<file path="src/rtl/seq_alu_pkg.sv">
// Shared types and the single-cycle arithmetic/logic evaluator for seq_alu.
package seq_alu_pkg;

  localparam int unsigned MAX_W = 64;

  typedef enum logic [2:0] {
    OP_ADD = 3'b000,
    OP_SUB = 3'b001,
    OP_MUL = 3'b010,
    OP_DIV = 3'b011,
    OP_AND = 3'b100,
    OP_OR  = 3'b101,
    OP_XOR = 3'b110,
    OP_NOT = 3'b111
  } op_e;

  typedef enum logic [1:0] {
    IDLE,
    BUSY,
    DONE
  } state_e;

  typedef struct packed {
    logic [MAX_W-1:0] res;
    logic [MAX_W-1:0] hi;
    logic             carry;
    logic             borrow;
    logic             ovf;
    logic             zero;
    logic             dz;
  } alu_out_t;

  // Operands arrive zero-extended to MAX_W; w selects the live width so one
  // function serves any instance width up to MAX_W.
  function automatic alu_out_t alu_single(input op_e op, input logic [MAX_W-1:0] a,
                                          input logic [MAX_W-1:0] b, input int unsigned w);
    alu_out_t         o;
    logic [MAX_W:0]   wide;
    logic [MAX_W-1:0] mask;
    logic             sa, sb, sr;
    o    = '0;
    wide = '0;
    mask = {MAX_W{1'b1}} >> (MAX_W - w);
    sa   = 1'(a >> (w - 1));
    sb   = 1'(b >> (w - 1));
    case (op)
      OP_ADD: begin
        wide    = {1'b0, a} + {1'b0, b};
        o.res   = wide[MAX_W-1:0] & mask;
        o.carry = 1'(wide >> w);
      end
      OP_SUB: begin
        wide     = {1'b0, a} - {1'b0, b};
        o.res    = wide[MAX_W-1:0] & mask;
        o.borrow = (a < b);
      end
      OP_DIV: begin
        o.res = mask;
        o.hi  = a;
        o.dz  = 1'b1;
      end
      OP_AND:  o.res = a & b;
      OP_OR:   o.res = a | b;
      OP_XOR:  o.res = a ^ b;
      OP_NOT:  o.res = ~a & mask;
      default: o.res = '0;
    endcase
    sr = 1'(o.res >> (w - 1));
    if (op == OP_ADD) o.ovf = (sa == sb) && (sr != sa);
    if (op == OP_SUB) o.ovf = (sa != sb) && (sr != sa);
    o.zero = (o.res == '0);
    return o;
  endfunction

endpackage

</file>
<file path="src/rtl/seq_alu_if.sv">
// Operand/result handshake bundle between issuing controller and seq_alu.
interface seq_alu_if #(parameter int unsigned W = 8);
  logic         in_valid;
  logic         in_ready;
  logic [2:0]   op;
  logic [W-1:0] a;
  logic [W-1:0] b;
  logic         out_valid;
  logic         out_ready;
  logic [W-1:0] result;
  logic [W-1:0] hi;
  logic         carry;
  logic         borrow;
  logic         ovf;
  logic         zero;
  logic         dz;

  modport master (
    output in_valid, op, a, b, out_ready,
    input  in_ready, out_valid, result, hi, carry, borrow, ovf, zero, dz
  );

  modport slave (
    input  in_valid, op, a, b, out_ready,
    output in_ready, out_valid, result, hi, carry, borrow, ovf, zero, dz
  );
endinterface

</file>
<file path="src/rtl/seq_alu_muldiv.sv">
// Iterative unit: shift-add multiply / restoring divide over one shared W-bit datapath.
module seq_alu_muldiv #(
  parameter int unsigned W = 8
) (
  input  logic         clk,
  input  logic         rst,
  input  logic         start,
  input  logic         is_div,
  input  logic [W-1:0] a,
  input  logic [W-1:0] b,
  output logic         done,
  output logic [W-1:0] hi,
  output logic [W-1:0] lo
);
  localparam int unsigned CW = $clog2(W + 1);

  logic          busy;
  logic          div_r;
  logic [CW-1:0] cnt;
  logic [W-1:0]  acc;
  logic [W-1:0]  shreg;
  logic [W-1:0]  opb;
  logic [W:0]    lhs;
  logic [W:0]    sum;
  logic [W:0]    prod;
  logic          take;

  // hi/lo present the post-iteration values so the top can capture the final
  // iteration on the same edge that completes it.
  always_comb begin
    lhs  = div_r ? {acc, shreg[W-1]} : {1'b0, acc};
    sum  = div_r ? (lhs - {1'b0, opb}) : (lhs + {1'b0, opb});
    take = 1'b0;
    prod = '0;
    hi   = '0;
    lo   = '0;
    if (div_r) begin
      take = ~sum[W];
      hi   = take ? sum[W-1:0] : lhs[W-1:0];
      lo   = {shreg[W-2:0], take};
    end else begin
      take = shreg[0];
      prod = take ? sum : lhs;
      hi   = prod[W:1];
      lo   = {prod[0], shreg[W-1:1]};
    end
    done = busy && (cnt == CW'(W - 1));
  end

  always_ff @(posedge clk) begin
    if (rst) begin
      busy  <= 1'b0;
      div_r <= 1'b0;
      cnt   <= '0;
      acc   <= '0;
      shreg <= '0;
      opb   <= '0;
    end else if (start) begin
      busy  <= 1'b1;
      div_r <= is_div;
      cnt   <= '0;
      acc   <= '0;
      shreg <= a;
      opb   <= b;
    end else if (busy) begin
      acc   <= hi;
      shreg <= lo;
      cnt   <= cnt + CW'(1);
      if (done) busy <= 1'b0;
    end
  end
endmodule

</file>
<file path="src/rtl/seq_alu.sv">
// Handshaked W-bit ALU: single-cycle ops evaluated at accept, MUL/DIV via seq_alu_muldiv.
module seq_alu
  import seq_alu_pkg::*;
#(
  parameter int unsigned W = 8
) (
  input logic      clk,
  input logic      rst,
  seq_alu_if.slave bus
);
  state_e       state, state_nxt;
  op_e          op_in;
  logic         accept;
  logic         iter_start;
  logic         op_is_div;
  logic         is_div_r;
  logic         md_done;
  logic [W-1:0] md_hi, md_lo;
  alu_out_t     f;
  logic         unused_bits;

  logic [W-1:0] result_r, hi_r;
  logic         carry_r, borrow_r, ovf_r, zero_r, dz_r;

  assign op_in      = op_e'(bus.op);
  assign bus.in_ready  = (state == IDLE);
  assign bus.out_valid = (state == DONE);
  assign accept     = bus.in_valid && bus.in_ready;
  assign op_is_div  = (op_in == OP_DIV);
  assign iter_start = accept && ((op_in == OP_MUL) || (op_is_div && (bus.b != '0)));
  assign f          = alu_single(op_in, MAX_W'(bus.a), MAX_W'(bus.b), W);
  assign unused_bits = ^{f.res >> W, f.hi >> W};

  assign bus.result = result_r;
  assign bus.hi     = hi_r;
  assign bus.carry  = carry_r;
  assign bus.borrow = borrow_r;
  assign bus.ovf    = ovf_r;
  assign bus.zero   = zero_r;
  assign bus.dz     = dz_r;

  seq_alu_muldiv #(.W(W)) u_muldiv (
    .clk    (clk),
    .rst    (rst),
    .start  (iter_start),
    .is_div (op_is_div),
    .a      (bus.a),
    .b      (bus.b),
    .done   (md_done),
    .hi     (md_hi),
    .lo     (md_lo)
  );

  always_comb begin
    state_nxt = state;
    case (state)
      IDLE:    if (accept) state_nxt = iter_start ? BUSY : DONE;
      BUSY:    if (md_done) state_nxt = DONE;
      DONE:    if (bus.out_ready) state_nxt = IDLE;
      default: state_nxt = IDLE;
    endcase
  end

  always_ff @(posedge clk) begin
    if (rst) begin
      state    <= IDLE;
      is_div_r <= 1'b0;
      result_r <= '0;
      hi_r     <= '0;
      carry_r  <= 1'b0;
      borrow_r <= 1'b0;
      ovf_r    <= 1'b0;
      zero_r   <= 1'b0;
      dz_r     <= 1'b0;
    end else begin
      state <= state_nxt;
      if (accept) is_div_r <= op_is_div;
      if (accept && !iter_start) begin
        result_r <= W'(f.res);
        hi_r     <= W'(f.hi);
        carry_r  <= f.carry;
        borrow_r <= f.borrow;
        ovf_r    <= f.ovf;
        zero_r   <= f.zero;
        dz_r     <= f.dz;
      end else if (state == BUSY && md_done) begin
        result_r <= md_lo;
        hi_r     <= md_hi;
        carry_r  <= 1'b0;
        borrow_r <= 1'b0;
        ovf_r    <= 1'b0;
        zero_r   <= is_div_r ? (md_lo == '0) : ({md_hi, md_lo} == '0);
        dz_r     <= 1'b0;
      end
    end
  end
endmodule

</file>
<file path="src/flat_wrapper.sv">
// flat-port wrapper written by rule: the top's interface ports become plain ports
module seq_alu_flat import seq_alu_pkg::*;
#(
  parameter int unsigned W = 8
)
  (clk, rst, bus_in_valid, bus_op, bus_a, bus_b, bus_out_ready, bus_in_ready, bus_out_valid, bus_result, bus_hi, bus_carry, bus_borrow, bus_ovf, bus_zero, bus_dz);
  seq_alu_if #(.W(W)) bus_i ();
  input logic clk;
  input logic rst;
  input wire logic [$bits(bus_i.in_valid)-1:0] bus_in_valid;
  input wire logic [$bits(bus_i.op)-1:0] bus_op;
  input wire logic [$bits(bus_i.a)-1:0] bus_a;
  input wire logic [$bits(bus_i.b)-1:0] bus_b;
  input wire logic [$bits(bus_i.out_ready)-1:0] bus_out_ready;
  output wire logic [$bits(bus_i.in_ready)-1:0] bus_in_ready;
  output wire logic [$bits(bus_i.out_valid)-1:0] bus_out_valid;
  output wire logic [$bits(bus_i.result)-1:0] bus_result;
  output wire logic [$bits(bus_i.hi)-1:0] bus_hi;
  output wire logic [$bits(bus_i.carry)-1:0] bus_carry;
  output wire logic [$bits(bus_i.borrow)-1:0] bus_borrow;
  output wire logic [$bits(bus_i.ovf)-1:0] bus_ovf;
  output wire logic [$bits(bus_i.zero)-1:0] bus_zero;
  output wire logic [$bits(bus_i.dz)-1:0] bus_dz;
  assign bus_i.in_valid = bus_in_valid;
  assign bus_i.op = bus_op;
  assign bus_i.a = bus_a;
  assign bus_i.b = bus_b;
  assign bus_i.out_ready = bus_out_ready;
  assign bus_in_ready = bus_i.in_ready;
  assign bus_out_valid = bus_i.out_valid;
  assign bus_result = bus_i.result;
  assign bus_hi = bus_i.hi;
  assign bus_carry = bus_i.carry;
  assign bus_borrow = bus_i.borrow;
  assign bus_ovf = bus_i.ovf;
  assign bus_zero = bus_i.zero;
  assign bus_dz = bus_i.dz;
  seq_alu #(.W(W)) u_core (.clk(clk), .rst(rst), .bus(bus_i));
endmodule
</file>
<file path="config.mk">
export PLATFORM = sky130hd
export DESIGN_NAME = seq_alu_flat
export DESIGN_NICKNAME = d
export VERILOG_FILES = /design/src/rtl/seq_alu_pkg.sv /design/src/rtl/seq_alu_if.sv /design/src/rtl/seq_alu_muldiv.sv /design/src/rtl/seq_alu.sv /design/src/flat_wrapper.sv
export SDC_FILE = /design/constraint.sdc
export NUM_CORES = 1
export LEC_CHECK = 0
export BUFFER_PORTS_ARGS = -buffer_cell sky130_fd_sc_hd__buf_2
export CAP_MARGIN = 20
export CORE_MARGIN = 3
export CORE_UTILIZATION = 47
export DETAILED_ROUTE_END_ITERATION = 6
export PLACE_DENSITY = 0.66
export SLEW_MARGIN = 40
export SYNTH_ARGS = -nofsm -noshare
export SYNTH_HDL_FRONTEND = slang
export SYNTH_SLANG_ARGS = --single-unit
</file>
<file path="constraint.sdc">
create_clock -name clk -period 8.3 [get_ports clk]
set_input_delay 1.66 -clock clk [delete_from_list [all_inputs] [get_ports clk]]
set_output_delay 1.66 -clock clk [all_outputs]
set_load 0.03 [all_outputs]
</file>
* Yosys cells after proc, flatten, opt, wreduce, memory -nomap -nowiden
Index checks and enable logic that the tools add are counted. Widths: inputs -> output; s select.
Word-level totals: flip-flop bits (word level) 54, output and inout bits 23
Operators by class: add/sub/neg operators 5, magnitude comparators 1, eq/ne operators 16, muxes and demuxes 35, bitwise operators 5, reductions and logical operators 20
Operators with widths (count):
- $pmux 64 s7 | 1
- $mux 8 | 10
- $logic_not 64->1 | 1
- $mux 9 | 3
- $logic_not 16->1 | 1
- $mux 1 | 16
- $eq 3x3->1 const B | 4
- $add 8x8->9 | 1
- $add 9x8->9 | 1
- $sub 9x8->9 | 1
- $and 8x8->8 | 1
- $logic_and 1x1->1 | 8
- $logic_not 8->1 | 1
- $lt 8x8->1 | 1
- $mux 2 | 4
- $not 8->8 | 1
- $or 8x8->8 | 1
- $reduce_bool 8->1 | 1
- $sub 8x8->8 | 1
- $xor 8x8->8 | 1
- $eq 3x2->1 const B | 2
- $pmux 2 s3 | 1
- $add 4x1->4 const B | 1
- $eq 4x3->1 const B | 1
- other kinds (15) | 18

* Depth between registers and ports, before layout
word-level depth 9, gate-level depth with buffers 16, depth with buffers taken out 13

* By module
A second synthesis with hierarchy kept.
Second synthesis, totals: cells, all modules 597, area total of the unflattened synthesis 4694.5 µm²
By module, submodules not included:
- seq_alu | times used 1, cells each 315, area an instance 2372.3 µm²
- seq_alu_muldiv | times used 1, cells each 282, area an instance 2322.2 µm²

* Worst setup path after synthesis
Ideal clock, no wire load.
path type register to register, start point reg u_core.u_muldiv.div_r, end point reg u_core.zero_r, in the netlist u_core.bus.zero, arrival 4069 ps, setup slack 4146 ps, stages on the path, launching flop included 17, clock period less this slack 4154 ps, path through dfxtp_1 -> buf_2 -> buf_2 -> buf_1 -> clkbuf_1 -> mux2i_1 -> ha_1 -> inv_1 -> fa_1 -> a211oi_2 -> nor3_2 -> a211oi_4 -> xnor2_1 -> mux2i_1 -> a22oi_1 -> or4b_1 -> o31ai_2
On the way: longest elaborated chain between the ends 9, elaborated cells between the ends (all ways) 14, those cells by class add/sub (2); mux (9); bitwise (1); reduce/logical (2)
Ends and longest elaborated chain:
- start: declaration | RTL line seq_alu_muldiv.sv:18 | logic div_r;
- start signal: assignment | RTL line seq_alu_muldiv.sv:60 | div_r <= is_div;
- $mux 9 | RTL line seq_alu_muldiv.sv:31 | lhs = div_r ? {acc, shreg[W-1]} : {1'b0, acc};
- $add 9x8->9 / $sub 9x8->9 (equally long branches) | RTL line seq_alu_muldiv.sv:32 | sum = div_r ? (lhs - {1'b0, opb}) : (lhs + {1'b0, opb});
- $mux 9 | RTL line seq_alu_muldiv.sv:32
- $mux 9, or another cell as far along | RTL line seq_alu_muldiv.sv:43 | prod = take ? sum : lhs;
- $mux 8 | RTL line seq_alu_muldiv.sv:37 | if (div_r) begin
- $logic_not 16->1 / $logic_not 8->1 (equally long branches) | RTL line seq_alu.sv:92 | zero_r <= is_div_r ? (md_lo == '0) : ({md_hi, md_lo} == '0);
- $mux 1 * | RTL line seq_alu.sv:92
- $mux 1 * | RTL line seq_alu.sv:86 | end else if (state == BUSY && md_done) begin
- $mux 1 * | RTL line seq_alu.sv:78 | if (accept && !iter_start) begin
- end signal: assignment | RTL line seq_alu.sv:84 | zero_r <= f.zero;
- end signal: assignment | RTL line seq_alu.sv:92
- end: declaration | RTL line seq_alu.sv:23 | logic carry_r, borrow_r, ovf_r, zero_r, dz_r;
Mark *: on every way between the ends. The rest lies on a longest branch, timed or not. The select of a mux whose other input is x is not followed. A chain may end at the register's enable or synchronous reset.

* Final worst setup path
Ends and elaborated chain as after synthesis.

==> impl_metrics.tcl <==
set metrics [dict create \
    synth_area_leaders "dfxtp_1 24%, ha_1 9.4%, mux2i_1 8.4%" \
    drc 0 \
    grtUsageMet3 0.0354 \
    worst_slack_ns 4.33 \
    min_path_type "reg -> reg" \
    htree_levels 2 \
    finClkSkew_ns 0.0194 \
    netlist_area_mm2 0.00452 \
    met1_usage 0.302 \
    hold_viol 0 \
    holdPathEnd "u_core.is_div_r" \
    clkTransAtPathRegs_ns 0.11 \
    cp_cell_sequence "buf_4, mux2i_1, ha_1, inv_1, fa_1, a211oi_2, nor3_2, a211oi_4, xnor2_1, mux2i_1, a22oi_1, or4b_1, o31ai_2" \
    fin_crit_sh 0.478 \
    final-setup-viol-count 0 \
    synthFlopType "dfxtp_1" \
    cp.arrival_ns 4.21 \
    grt_use_met2 0.398 \
    synth_compound_area_frac 0.252 \
    seq_area_frac_synth 0.239 \
    maxSlewHeadroom 0.475 \
    synth_cells 582 \
    vdd.ir_drop.worst_mv 0.0739 \
    path_delay_family "compound AO/OA/AOI/OAI gates" \
    clock_path_buffers 2 \
    synth_simple_gate_area_frac 0.195 \
    n_fill_cell 913 \
    whs_path_depth 2 \
    synthAdderAreaFrac 0.107 \
    synth_top_area_share 0.239 \
    rsz0062_at_grt "false" \
    drv_cap 0 \
    synth-xor-area-share 0.0365 \
    path_buf_inv 2 \
    worstRegToRegCells 13 \
    route.detailed.wl_per_inst_um 17.1 \
    p_leak_nw 2.00 \
    syn_area_per_cell_um2 7.77 \
    post_cts_resized 0 \
    r2r_setup_slack_ns 4.33 \
    yosys.cell_types.count 65 \
    nets 658 \
    hpwl_um 9330 \
    synth_edf_count 0 \
    via_per_inst 5.97 \
    synth_mux_area_frac 0.107 \
    place_ws_ns 4.05 \
    ant_nets 0 \
    die_w_um 104 \
    cp_common_cell "mux2i_1" \
    timing.fmax_ghz 0.252 \
    worstPathRequired_ns 8.54 \
    slowest_delay_ns 0.60 \
    r2r_end "u_core.bus.zero" \
    async_flop_share 0 \
    hold_start "u_core.is_div_r" \
    outcome "complete, no violations" \
    grt_usage 0.236 \
    yosys.area.top_type "dfxtp_1" \
    slowest_stage "or4b_1" \
    fp.dieH_um 104 \
    insertion_delay_ns 0.32 \
    crit_path_end_kind "flop" \
    yosysWarningCount 0 \
    synth_top_family_by_area "compound AO/OA/AOI/OAI gates" \
    placementRows 35 \
    multi_input_area_mm2 0.00316 \
    cts.sinks 54 \
    crit_type "reg -> reg" \
    drive_above_1_share 0.137 \
    dr_total_vias 4343 \
    die_area_mm2 0.0108 \
    antenna_found_initial 0 \
    cp_max_fo 45 \
    drt-initial-drc-count 217 \
    worstReg2RegStart "u_core.u_muldiv.div_r" \
    ys_seq_elements 54 \
    tns_ns 0 \
    wl_um 12500 \
    cts_tree "yes" \
    power_density_mw_per_mm2 150 \
    timing.critical_path.from_type "flop" \
    first_global_vias 4333 \
    cts_hold_buf 0 \
    coreArea_mm2 0.00928 \
    cts_buffers 5 \
    synth_nets 642 \
    start_util 0.487 \
    firstDrtPassIters 5 \
    grt_pass1_wl_um 21300 \
    port_buffers 45 \
    busiest_layer "met2" \
    grt-ovfl-total 0 \
    gp_congestion 0.927 \
    worstMarginPinSlew_ns 0.779 \
    grt_max_degree 46 \
    diodes 0 \
    seq_area_mm2 0.00108 \
    area_delta_synth_final_pct 8.52 \
    pin_count 46 \
    period_needed_ns 3.97 \
    report.final.slew_viol_count 0 \
    post_cts_buffers 0 \
    root_buffer "clkbuf_8" \
]
where the power goes:
group	internal, mW	total, mW	switching, mW	leakage [nW]
clock	0.0916	0.184	0.0921	0.0587
sequential	0.272	0.284	0.0121	0.439
combinational	0.106	0.268	0.162	1.50
routing by layer:
metal  share of wire  vias up
li1                -     2122
met2            0.47      154
met4           0.038        0
met5               0        -
met3           0.058       32
met1            0.43     2035
synthesized netlist by cell type, types with 3 or more instances:
cell	n
ha_1	34
clkbuf_1	34
nor4_1	4
o21bai_1	4
inv_1	35
a31oi_1	5
fa_1	3
o221a_2	3
a21o_1	4
nor2_1	72
o221ai_1	3
o211ai_1	11
xor2_1	5
nand3_1	14
nand4_1	4
or2_2	3
a22oi_1	5
nor3_1	11
a311oi_1	6
dfxtp_1	54
xnor2_1	12
a221o_1	4
a21oi_1	56
and2_1	3
o21ai_0	17
nor2b_1	12
a211o_1	4
buf_2	3
nand2b_1	9
a211oi_1	17
and3_1	7
nand2_1	38
mux2_2	9
mux2i_1	38
flip-flops by register name, indices dropped and copies added, names as in the netlist:
| name | flops |
|---|---|
| u_core.bus.hi | 8 |
| u_core.bus.result | 8 |
| u_core.u_muldiv.acc | 8 |
| u_core.u_muldiv.opb | 8 |
| u_core.u_muldiv.shreg | 8 |
| u_core.u_muldiv.cnt | 4 |
| u_core.state | 2 |
| u_core.bus.borrow | 1 |
| u_core.bus.carry | 1 |
| u_core.bus.dz | 1 |
| u_core.bus.ovf | 1 |
| u_core.bus.zero | 1 |
| u_core.is_div_r | 1 |
| u_core.u_muldiv.busy | 1 |
| u_core.u_muldiv.div_r | 1 |
worst min-delay path: stages (launching register included):
cell and delay [ns]:
dfxtp_1 0.32, nand2_1 0.05, a21oi_1 0.05
kinds of logic (layout without fill, tap and decap cells):
group                      count (synthesis)  after routing
and+or+nand+nor                          186            186
AOI/OAI and AO/OA                        165            165
buffers and inverters                     75             92
DFF                                       54             54
muxes                                     47             47
adders and majority gates                 37             37
xor gates and xnor gates                  18             18
per-stage QoR:
stage,std cells,hold slack (ns),power [mW],area (um2),util
finish,728,0.466,0.736,4910,0.528
global route,728,0.501,0.782,4910,0.528
CTS,728,0.463,0.740,4910,0.528
detailed placement,720,0.450,0.555,4790,0.516
global placement,720,0.452,0.550,4780,0.515
floorplan,582,0.436,0.490,4520,-
cells in the final DEF, fill, tap and decap left out, types with 6 or more instances in the layout:
cell and count:
nand2_1 38, mux2i_1 38, a21oi_1 56, inv_1 35
nand3_1 14, nor2_1 70, nand2b_1 9, mux2_2 9
and3_1 7, dfxtp_1 54, xnor2_1 12, nor2b_1 12
ha_1 34, a211oi_1 17, a311oi_1 6, buf_2 45
o21ai_0 17, o211ai_1 11, nor3_1 10
final cells by class:
class / instances / share of cell area
tap: 129 / 0.0329
inverter: 35 / 0.0268
sequential: 54 / 0.220
timing repair buffer: 49 / 0.0520
clock inverter: 3 / 0.00969
clock buffer: 5 / 0.0140
multi-input combinational: 453 / 0.644
worst max path at each step:
stage / start / to / cells after the start
6_report: u_core.u_muldiv.div_r / u_core.bus.zero / 13
3_5_place_dp: bus_a[2] / u_core.bus.ovf / 11
4_1_cts: u_core.u_muldiv.div_r / u_core.bus.zero / 13
5_1_grt: u_core.u_muldiv.div_r / u_core.bus.zero / 13
2_1_floorplan: u_core.u_muldiv.div_r / u_core.bus.zero / 16
3_3_place_gp: bus_op[0] / u_core.bus.zero / 8
No activity file was read; power rests on OpenSTA's default activity.
